<file path="src/rtl/march_fail_logger.sv">
// March BIST fail logger.
// Watches comparator read-checks and logs every mismatching read
// {address, expected, actual} into a small FIFO. A tester drains the
// log through a valid/ready port during or after the run. It also keeps
// a saturating total-fail counter and a sticky overflow flag.
//
// Optional feature: define FAIL_LOG_SYNDROME_EN to add the Fail_bits
// output. Fail_bits is the sticky OR of (expected ^ actual) over every
// logged mismatch, including mismatches dropped on overflow, and points
// at stuck I/O bit lines.
module march_fail_logger #(
  parameter int ADDR_W = 8,
  parameter int DATA_W = 4,
  parameter int DEPTH  = 8,
  parameter int CNT_W  = 12
) (
  input  logic              Clock,
  input  logic              Reset_n,
  input  logic              Bist_start,
  input  logic              Bist_done,
  input  logic              Cmp_valid,
  input  logic [ADDR_W-1:0] Cmp_addr,
  input  logic [DATA_W-1:0] Cmp_expected,
  input  logic [DATA_W-1:0] Cmp_actual,
  input  logic              Rd_ready,
  output logic              Rd_valid,
  output logic [ADDR_W-1:0] Rd_addr,
  output logic [DATA_W-1:0] Rd_expected,
  output logic [DATA_W-1:0] Rd_actual,
  output logic [CNT_W-1:0]  Fail_count,
  output logic              Overflow,
  output logic              Log_done
`ifdef FAIL_LOG_SYNDROME_EN
  ,
  output logic [DATA_W-1:0] Fail_bits
`endif
);

  localparam int PTR_W = $clog2(DEPTH);
  localparam int ENT_W = ADDR_W + 2 * DATA_W;

  typedef enum logic [1:0] {S_IDLE, S_CAPTURE, S_DRAIN, S_DONE} state_t;

  state_t           state_q;
  logic [PTR_W:0]   wr_ptr_q, rd_ptr_q;
  logic [PTR_W:0]   wr_ptr_nx, rd_ptr_nx;
  logic [ENT_W-1:0] mem_q [DEPTH];
  logic [ENT_W-1:0] entry_p0;
  logic [ENT_W-1:0] head_nx;
  logic             mismatch_p0;
  logic             log_en;
  logic             fifo_empty;
  logic             fifo_full;
  logic             push;
  logic             pop;
  logic             drop;
  logic             head_ld;

  // Increment that holds at all-ones instead of wrapping.
  function automatic logic [CNT_W-1:0] sat_inc(input logic [CNT_W-1:0] v);
    return (&v) ? v : v + {{(CNT_W-1){1'b0}}, 1'b1};
  endfunction

  // Compare stage: classify the presented read and decide push/pop/drop.
  assign entry_p0    = {Cmp_addr, Cmp_expected, Cmp_actual};
  assign mismatch_p0 = Cmp_valid && (Cmp_actual != Cmp_expected);
  // Bist_done in the same cycle still finds state CAPTURE, so that
  // final compare is logged; a Bist_start cycle discards the compare.
  assign log_en      = mismatch_p0 && (state_q == S_CAPTURE) && !Bist_start;
  assign fifo_empty  = (wr_ptr_q == rd_ptr_q);
  assign fifo_full   = (wr_ptr_q[PTR_W] != rd_ptr_q[PTR_W]) &&
                       (wr_ptr_q[PTR_W-1:0] == rd_ptr_q[PTR_W-1:0]);
  assign pop         = !fifo_empty && Rd_ready && !Bist_start &&
                       ((state_q == S_CAPTURE) || (state_q == S_DRAIN));
  // A pop frees a slot in the same cycle, so a full FIFO still accepts.
  assign push        = log_en && (!fifo_full || pop);
  assign drop        = log_en && fifo_full && !pop;
  assign rd_ptr_nx   = rd_ptr_q + {{PTR_W{1'b0}}, pop};
  assign wr_ptr_nx   = wr_ptr_q + {{PTR_W{1'b0}}, push};
  assign Rd_valid    = !fifo_empty;

  // The next head is the entry being written this cycle when that entry
  // becomes the only one; otherwise it already sits in storage.
  assign head_nx = (push && (rd_ptr_nx == wr_ptr_q)) ? entry_p0
                                                    : mem_q[rd_ptr_nx[PTR_W-1:0]];
  assign head_ld = !Bist_start && (rd_ptr_nx != wr_ptr_nx);

  // Log storage: data only, written at the write pointer on push.
  always_ff @(posedge Clock) begin
    if (push) mem_q[wr_ptr_q[PTR_W-1:0]] <= entry_p0;
  end

  // Control: run FSM, FIFO pointers, fail counter and sticky flags.
  always_ff @(posedge Clock or negedge Reset_n) begin
    if (!Reset_n) begin
      state_q    <= S_IDLE;
      wr_ptr_q   <= '0;
      rd_ptr_q   <= '0;
      Fail_count <= '0;
      Overflow   <= 1'b0;
      Log_done   <= 1'b0;
    end else if (Bist_start) begin
      state_q    <= S_CAPTURE;
      wr_ptr_q   <= '0;
      rd_ptr_q   <= '0;
      Fail_count <= '0;
      Overflow   <= 1'b0;
      Log_done   <= 1'b0;
    end else begin
      wr_ptr_q <= wr_ptr_nx;
      rd_ptr_q <= rd_ptr_nx;
      if (log_en) Fail_count <= sat_inc(Fail_count);
      if (drop) Overflow <= 1'b1;
      case (state_q)
        S_CAPTURE: if (Bist_done) state_q <= S_DRAIN;
        S_DRAIN: begin
          if (fifo_empty) begin
            state_q  <= S_DONE;
            Log_done <= 1'b1;
          end
        end
        default: ;
      endcase
    end
  end

  // Registered head entry; holds while the reader stalls or the log is empty.
  always_ff @(posedge Clock or negedge Reset_n) begin
    if (!Reset_n) begin
      Rd_addr     <= '0;
      Rd_expected <= '0;
      Rd_actual   <= '0;
    end else if (head_ld) begin
      {Rd_addr, Rd_expected, Rd_actual} <= head_nx;
    end
  end

`ifdef FAIL_LOG_SYNDROME_EN
  // Sticky syndrome of flipped bit lines over all logged mismatches.
  always_ff @(posedge Clock or negedge Reset_n) begin
    if (!Reset_n) begin
      Fail_bits <= '0;
    end else if (Bist_start) begin
      Fail_bits <= '0;
    end else if (log_en) begin
      Fail_bits <= Fail_bits | (Cmp_expected ^ Cmp_actual);
    end
  end
`endif

endmodule

</file>
<file path="config.mk">
export PLATFORM = sky130hd
export DESIGN_NAME = march_fail_logger
export DESIGN_NICKNAME = d
export VERILOG_FILES = /design/src/rtl/march_fail_logger.sv
export SDC_FILE = /design/constraint.sdc
export NUM_CORES = 1
export LEC_CHECK = 0
export CORE_MARGIN = 2
export CORE_UTILIZATION = 36
export CTS_BUF_LIST = sky130_fd_sc_hd__clkbuf_4 sky130_fd_sc_hd__clkbuf_8
export CTS_CLUSTER_DIAMETER = 50
export DETAILED_ROUTE_END_ITERATION = 10
export GPL_TIMING_DRIVEN = 0
export PLACE_DENSITY = 0.55
export SETUP_SLACK_MARGIN = 0.1
export SLEW_MARGIN = 5
export SYNTH_ARGS = -nofsm -noshare
export SYNTH_HDL_FRONTEND = slang
export SYNTH_SLANG_ARGS = --single-unit
</file>
<file path="constraint.sdc">
create_clock -name Clock -period 7.4 [get_ports Clock]
set_input_delay 1.48 -clock Clock [delete_from_list [all_inputs] [get_ports Clock]]
set_output_delay 1.48 -clock Clock [all_outputs]
set_load 0.01 [all_outputs]
</file>
==> impl_metrics.toml, run 1 <==
[min_path]
min_path_type = "flip-flop to flip-flop"

[sta]
rsz0062_at_grt = "false"
worst_slew_pin_slew_ns = 0.937
finClkSkew_ns = 0.0138
maxSlewViolCount = 0
setup_tns_ns = 0
max-slew-margin-rel = 0.373
max_freq_mhz = 204
setup_viol = 0
report.final.hold_viol_count = 0
post-route-min-period_ns = 4.90
period_share = 0.662

[place]
place.gp.congestion = 0.744
place_hpwl_mm = 10.8
post_dp_cell_area_um2 = 8130
io_buffers = 51

[cts]
cts_max_path_buffers = 2
clkTransAtPathRegs_ns = 0.09
cts_buffers = 17
cts_tree = "yes"
hold_buffers = 0
clk_latency_ns = 0.47
cts_resized = 0
cts.sinks = 168
htree_num_levels = 4
cts_setup_buffers = 0
root_buffer = "clkbuf_8"

[pwr]
vdd_ir_drop_max_uv = 136
p_per_area_nw_per_um2 = 256
power.leakage_nw = 3.00

[yosys]
synth_async_sr_flop_share = 0.238
yosysUniqueCellTypes = 40
synthesis.area_um2 = 7070
synth.area.top_cells = "edfxtp_1, dfrtp_1, mux4_2"
yosysSeqAreaShare = 0.685
synth_top_area_cell = "edfxtp_1"
synth_warnings = 0
netlist.area_leader.share = 0.543
syn_nets = 472
avgSynthCellArea_um2 = 16.0
synthFlopType = "edfxtp_1"
synth-seq-cells = 168
synth_cells = 443
synth_edf_count = 128

[setup_path]
path_cells = "clkdlybuf4s50_1 -> xnor2_1 -> a41o_1 -> a311oi_4 -> ha_1 -> nand3_1 -> xor2_1 -> xnor2_1 -> a41o_1 -> buf_1 -> nand2_1 -> o31ai_2"
worstSetupEndpointType = "flip-flop"
critical_path.max_stage_delay_ns = 0.75
regToRegSetupSlack_ns = 3.36
crit_path_start_kind = "primary input"
arrival_ns = 5.28
critical_path_class = "primary input to flip-flop"
critPathMaxFanout = 10
required_ns = 7.78
slowest_stage = "clkdlybuf4s50_1"

[final_layout]
design_area_um2 = 8550
n_antenna_cell = 0
drive_above_1_share = 0.215
nFillCells = 1773
syn_to_final_growth_pct = 20.9
final_nets = 555

[global_routing]
grt_pass1_vias = 4120
grt_remaining_overflow = 0
grt_usage = 0.164
grt_max_degree = 25
grt_pass1_wl_mm = 24.3
antenna_found_initial = 0

[drt]
via_per_inst = 5.04
drc = 0
drt_iter0_drc = 304
drtAntennaViolNets = 0
firstDrtPassIters = 4
via_count = 4056
wirelength_mm = 16.0
wl_per_cell_um = 19.8

[floorplanning]
dieWidth_um = 144
num_rows = 51
die_area_um2 = 20800
initial_utilization = 0.365
io_pins = 53
core_um2 = 19400
die_h_um = 144

[job]
cap_viol_max_count = 0

[status]
status = "finished clean"
[state kept, by name, summed over array words and instances, names as in the netlist]
name         flops
Rd_expected      4
Fail_count      12
wr_ptr_q         4
mem_q          128
Rd_addr          8
state_q          2
Rd_actual        4
Overflow         1
rd_ptr_q         4
Log_done         1
[through the flow]
stage	power (mW)	setup WS [ns]	instances	util	hold WS, ns
finish	2.19	2.50	804	0.441	0.492
global route	2.29	2.30	804	0.441	0.532
CTS	2.22	2.55	804	0.441	0.496
detailed placement	1.51	2.07	772	0.419	0.475
global placement	1.50	0.0294	759	0.408	0.478
floorplan	1.33	2.80	443	-	0.513
[cell families (layout without fill, tap and decap cells)]
group           Yosys count  in the layout  share of synthesized area
compound gates           32             32                     0.0440
xor+xnor                 29             29                     0.0386
fa+ha+maj                 7              7                     0.0124
buf+inv                  29            125                     0.0202
flops                   168            168                      0.685
mux                      33             33                      0.103
simple gates            145            145                     0.0967
[placed cells by master, fill, tap and decap left out, types with 2 or more instances in the layout]
cell / n
edfxtp_1: 128
nand2_1: 55
clkdlybuf4s50_1: 50
dfrtp_1: 40
nor2_1: 37
mux4_2: 32
xnor2_1: 18
clkbuf_8: 17
and3_1: 16
o31ai_2: 14
xor2_1: 10
clkbuf_1: 10
buf_2: 9
buf_6: 8
nand3_1: 7
ha_1: 7
inv_1: 6
nor3_1: 6
a21oi_1: 6
nor2b_1: 4
inv_8: 4
buf_8: 4
nor4_1: 3
nor3b_2: 3
o21ai_0: 3
bufinv_16: 3
inv_6: 3
buf_4: 3
a41o_1: 2
nor4bb_4: 2
o31ai_1: 2
nand4_1: 2
o21bai_1: 2
or3_1: 2
clkinvlp_4: 2
clkinv_2: 2
[area by class of cell]
cell class	count	area [um2]	share of cell area
clock inverters	15	190	0.0222
inverters	6	22.5	0.00263
multi-input cells	246	2150	0.251
plain buffers	23	120	0.0140
well taps	265	332	0.0388
repair buffers	64	664	0.0777
flip-flops and latches	168	4840	0.566
clock buffers	17	234	0.0274
[routing by layer]
metal	global-route usage	vias to the layer above	wire length, um
met5	0	-	0
met4	0.0634	0	325
met3	0.0368	24	681
met2	0.261	104	7710
met1	0.220	2094	7240
li1	-	1834	-
[cell usage after synthesis (2+ instances only)]
cell and count:
a21oi_1 6, a41o_1 2, and3_1 16, buf_2 8
buf_6 3, clkbuf_1 10, dfrtp_1 40, edfxtp_1 128
ha_1 7, inv_1 6, mux4_2 32, nand2_1 55
nand3_1 7, nand4_1 2, nor2_1 38, nor2b_1 4
nor3_1 7, nor3b_1 3, nor4_1 3, nor4bb_1 2
o21ai_0 3, o21bai_1 2, o31ai_1 2, o31ai_2 14
or3_1 2, xnor2_1 18, xor2_1 10
[worst max-delay path: cells and delay by family]
| family | cells | cell delay [ns] |
|---|---|---|
| AOI/OAI and AO/OA | 4 | 1.32 |
| xor gates and xnor gates | 3 | 0.55 |
| adders and majority gates | 1 | 0.27 |
| buffers and inverters | 2 | 1.39 |
| and+or+nand+nor | 2 | 0.25 |
[power breakdown]
group / switching, mW / internal (mW)
sequential: 0.0376 / 1.07
combinational: 0.186 / 0.189
clock: 0.364 / 0.343
[final timing paths]
path / from / end / cells after the start
max: Cmp_actual[1] / Rd_expected[3]$_DFFE_PN0P_ / 12
min: Rd_addr[2]$_DFFE_PN0P_ / Rd_addr[2]$_DFFE_PN0P_ / 2
max reg2reg: wr_ptr_q[0]$_DFF_PN0_ / Rd_addr[0]$_DFFE_PN0P_ / 12
min reg2reg: Rd_addr[2]$_DFFE_PN0P_ / Rd_addr[2]$_DFFE_PN0P_ / 2
max in group asynchronous: Reset_n / Rd_addr[0]$_DFFE_PN0P_ / 2
min in group asynchronous: Reset_n / Rd_actual[0]$_DFFE_PN0P_ / 1
Power figures use the tool's default switching activity.
==> inputs of run 2 (changes only) <==
==> constraint.sdc (replaced) <==
create_clock -name Clock -period 4.6 [get_ports Clock]
set_input_delay 0.92 -clock Clock [delete_from_list [all_inputs] [get_ports Clock]]
set_output_delay 0.92 -clock Clock [all_outputs]
set_load 0.01 [all_outputs]
==> impl_metrics.toml, run 2 (synthesis gave the netlist of run 1 again) <==
[status]
status = "finished clean"

[global_routing]
grt_max_degree = 25
antenna_found_initial = 0
grt_remaining_overflow = 0
grt_pass1_vias = 4120
grt_pass1_wl_mm = 24.3
grt_usage = 0.164

[sta]
max-slew-margin-rel = 0.373
setup_viol = 0
max_freq_mhz = 237
maxSlewViolCount = 0
finClkSkew_ns = 0.0138
whs_ns = 0.409
post-route-min-period_ns = 4.22
worst_slew_pin_slew_ns = 0.937
rsz0062_at_grt = "false"
report.final.hold_viol_count = 0
period_share = 0.917

[drt]
drc = 0
firstDrtPassIters = 4
via_count = 4056
drt_iter0_drc = 304
wl_per_cell_um = 19.8
via_per_inst = 5.04
drtAntennaViolNets = 0
wirelength_mm = 16.0

[setup_path]
critPathMaxFanout = 10
crit_path_start_kind = "primary input"
crit_buf_inv = 2
critical_path_class = "primary input to flip-flop"
cp.depth = 12
r2r_cells = 12
path_cells = "clkdlybuf4s50_1 -> xnor2_1 -> a41o_1 -> a311oi_4 -> ha_1 -> nand3_1 -> xor2_1 -> xnor2_1 -> a41o_1 -> clkbuf_1 -> nand2_1 -> o31ai_2"
arrival_ns = 4.59
critical_path.max_stage_delay_ns = 0.75
slowest_stage = "clkdlybuf4s50_1"
required_ns = 4.97
worstSetupEndpointType = "flip-flop"
critPathTopFamily = "compound AO/OA/AOI/OAI gates"

[floorplanning]
die_h_um = 144
io_pins = 53
dieWidth_um = 144
die_area_um2 = 20800
num_rows = 51
initial_utilization = 0.365
core_um2 = 19400

[final_layout]
final_cells = 804
n_antenna_cell = 0
layout_commonest_cell = "edfxtp_1"
most-common-layout-cells = "edfxtp_1, nand2_1, clkdlybuf4s50_1"
drive_above_1_share = 0.217
final_nets = 555
nFillCells = 1773
multi_input_area_um2 = 2150
syn_to_final_growth_pct = 20.9
largest_reg_flops = 128
register_area_um2 = 4840

[pwr]
power.leakage_nw = 3.00
vdd_ir_drop_max_uv = 218
pwr-share-clk = 0.323
internal_power_mw = 2.58
comb_power_share = 0.171
switching_share = 0.268
power.switching_mw = 0.946
p_per_area_nw_per_um2 = 412
p_seq_frac = 0.506
p_total_mw = 3.53

[place]
io_buffers = 51
placedCellCount = 772
place_hpwl_mm = 10.8
place.gp.congestion = 0.744

[cts]
htree_num_levels = 4
cts_tree = "yes"
cts_setup_buffers = 0
root_buffer = "clkbuf_8"
cts_max_path_buffers = 2
cts_buffers = 17
hold_buffers = 0
clkTransAtPathRegs_ns = 0.10
cts.sinks = 168
clk_latency_ns = 0.47

[min_path]
min_path_type = "primary input to asynchronous set/reset pin"

[job]
cap_viol_max_count = 0
-- run 2: cell types whose count changed in the layout (fill, tap and decap cells not counted) --
cell      delta
clkbuf_2     +1
buf_1        -1
-- run 2: timing repair --
action	4_1_cts	5_1_grt
resized for setup	0	1
endpoints found under the setup margin	0	2
hold endpoints to repair	0	0
-- run 2: per-stage QoR --
stage	setup TNS [ns]	util	worst slack (ns)	cell area, um2
detailed placement	-1.73	0.419	-0.167	8130
global route	0	0.441	0.212	8550
finish	0	0.441	0.380	8550
global placement	-164.04	0.408	-2.21	7920
floorplan	0	-	0.563	7070
CTS	0	0.441	0.313	8550
-- run 2: final timing paths --
| kind | startpoint | endpoint | slack [ns] |
|---|---|---|---|
| max | Cmp_actual[1] | Rd_addr[0]$_DFFE_PN0P_ | 0.38 |
| min | Reset_n | Rd_actual[0]$_DFFE_PN0P_ | 0.41 |
| max reg2reg | wr_ptr_q[0]$_DFF_PN0_ | Rd_addr[0]$_DFFE_PN0P_ | 0.56 |
| min reg2reg | Rd_addr[2]$_DFFE_PN0P_ | Rd_addr[2]$_DFFE_PN0P_ | 0.49 |
| max in group asynchronous | Reset_n | Rd_addr[0]$_DFFE_PN0P_ | 3.69 |
| min in group Clock | Rd_addr[2]$_DFFE_PN0P_ | Rd_addr[2]$_DFFE_PN0P_ | 0.49 |
-- run 2: power groups by stage --
stage                     combinational, mW  clock (mW)  sequential [mW]
after detailed placement              0.613           0             1.82
after CTS                             0.614        1.17             1.79
after floorplan                       0.301           0             1.83
after global placement                0.593           0             1.82
after global routing                  0.662        1.23             1.80
final                                 0.604        1.14             1.79
-- run 2: metal layers --
metal / global-route usage / routed length (um)
met3: 0.0368 / 681
met1: 0.220 / 7240
met2: 0.261 / 7710
met4: 0.0634 / 325
met5: 0 / 0
-- run 2: layout make-up --
class | instances | area share
repair buffers | 64 | 0.0777
flip-flops and latches | 168 | 0.566
well taps | 265 | 0.0388
inverters | 6 | 0.00263
clock inverters | 15 | 0.0222
clock buffers | 17 | 0.0274
plain buffers | 23 | 0.0142
multi-input cells | 246 | 0.251
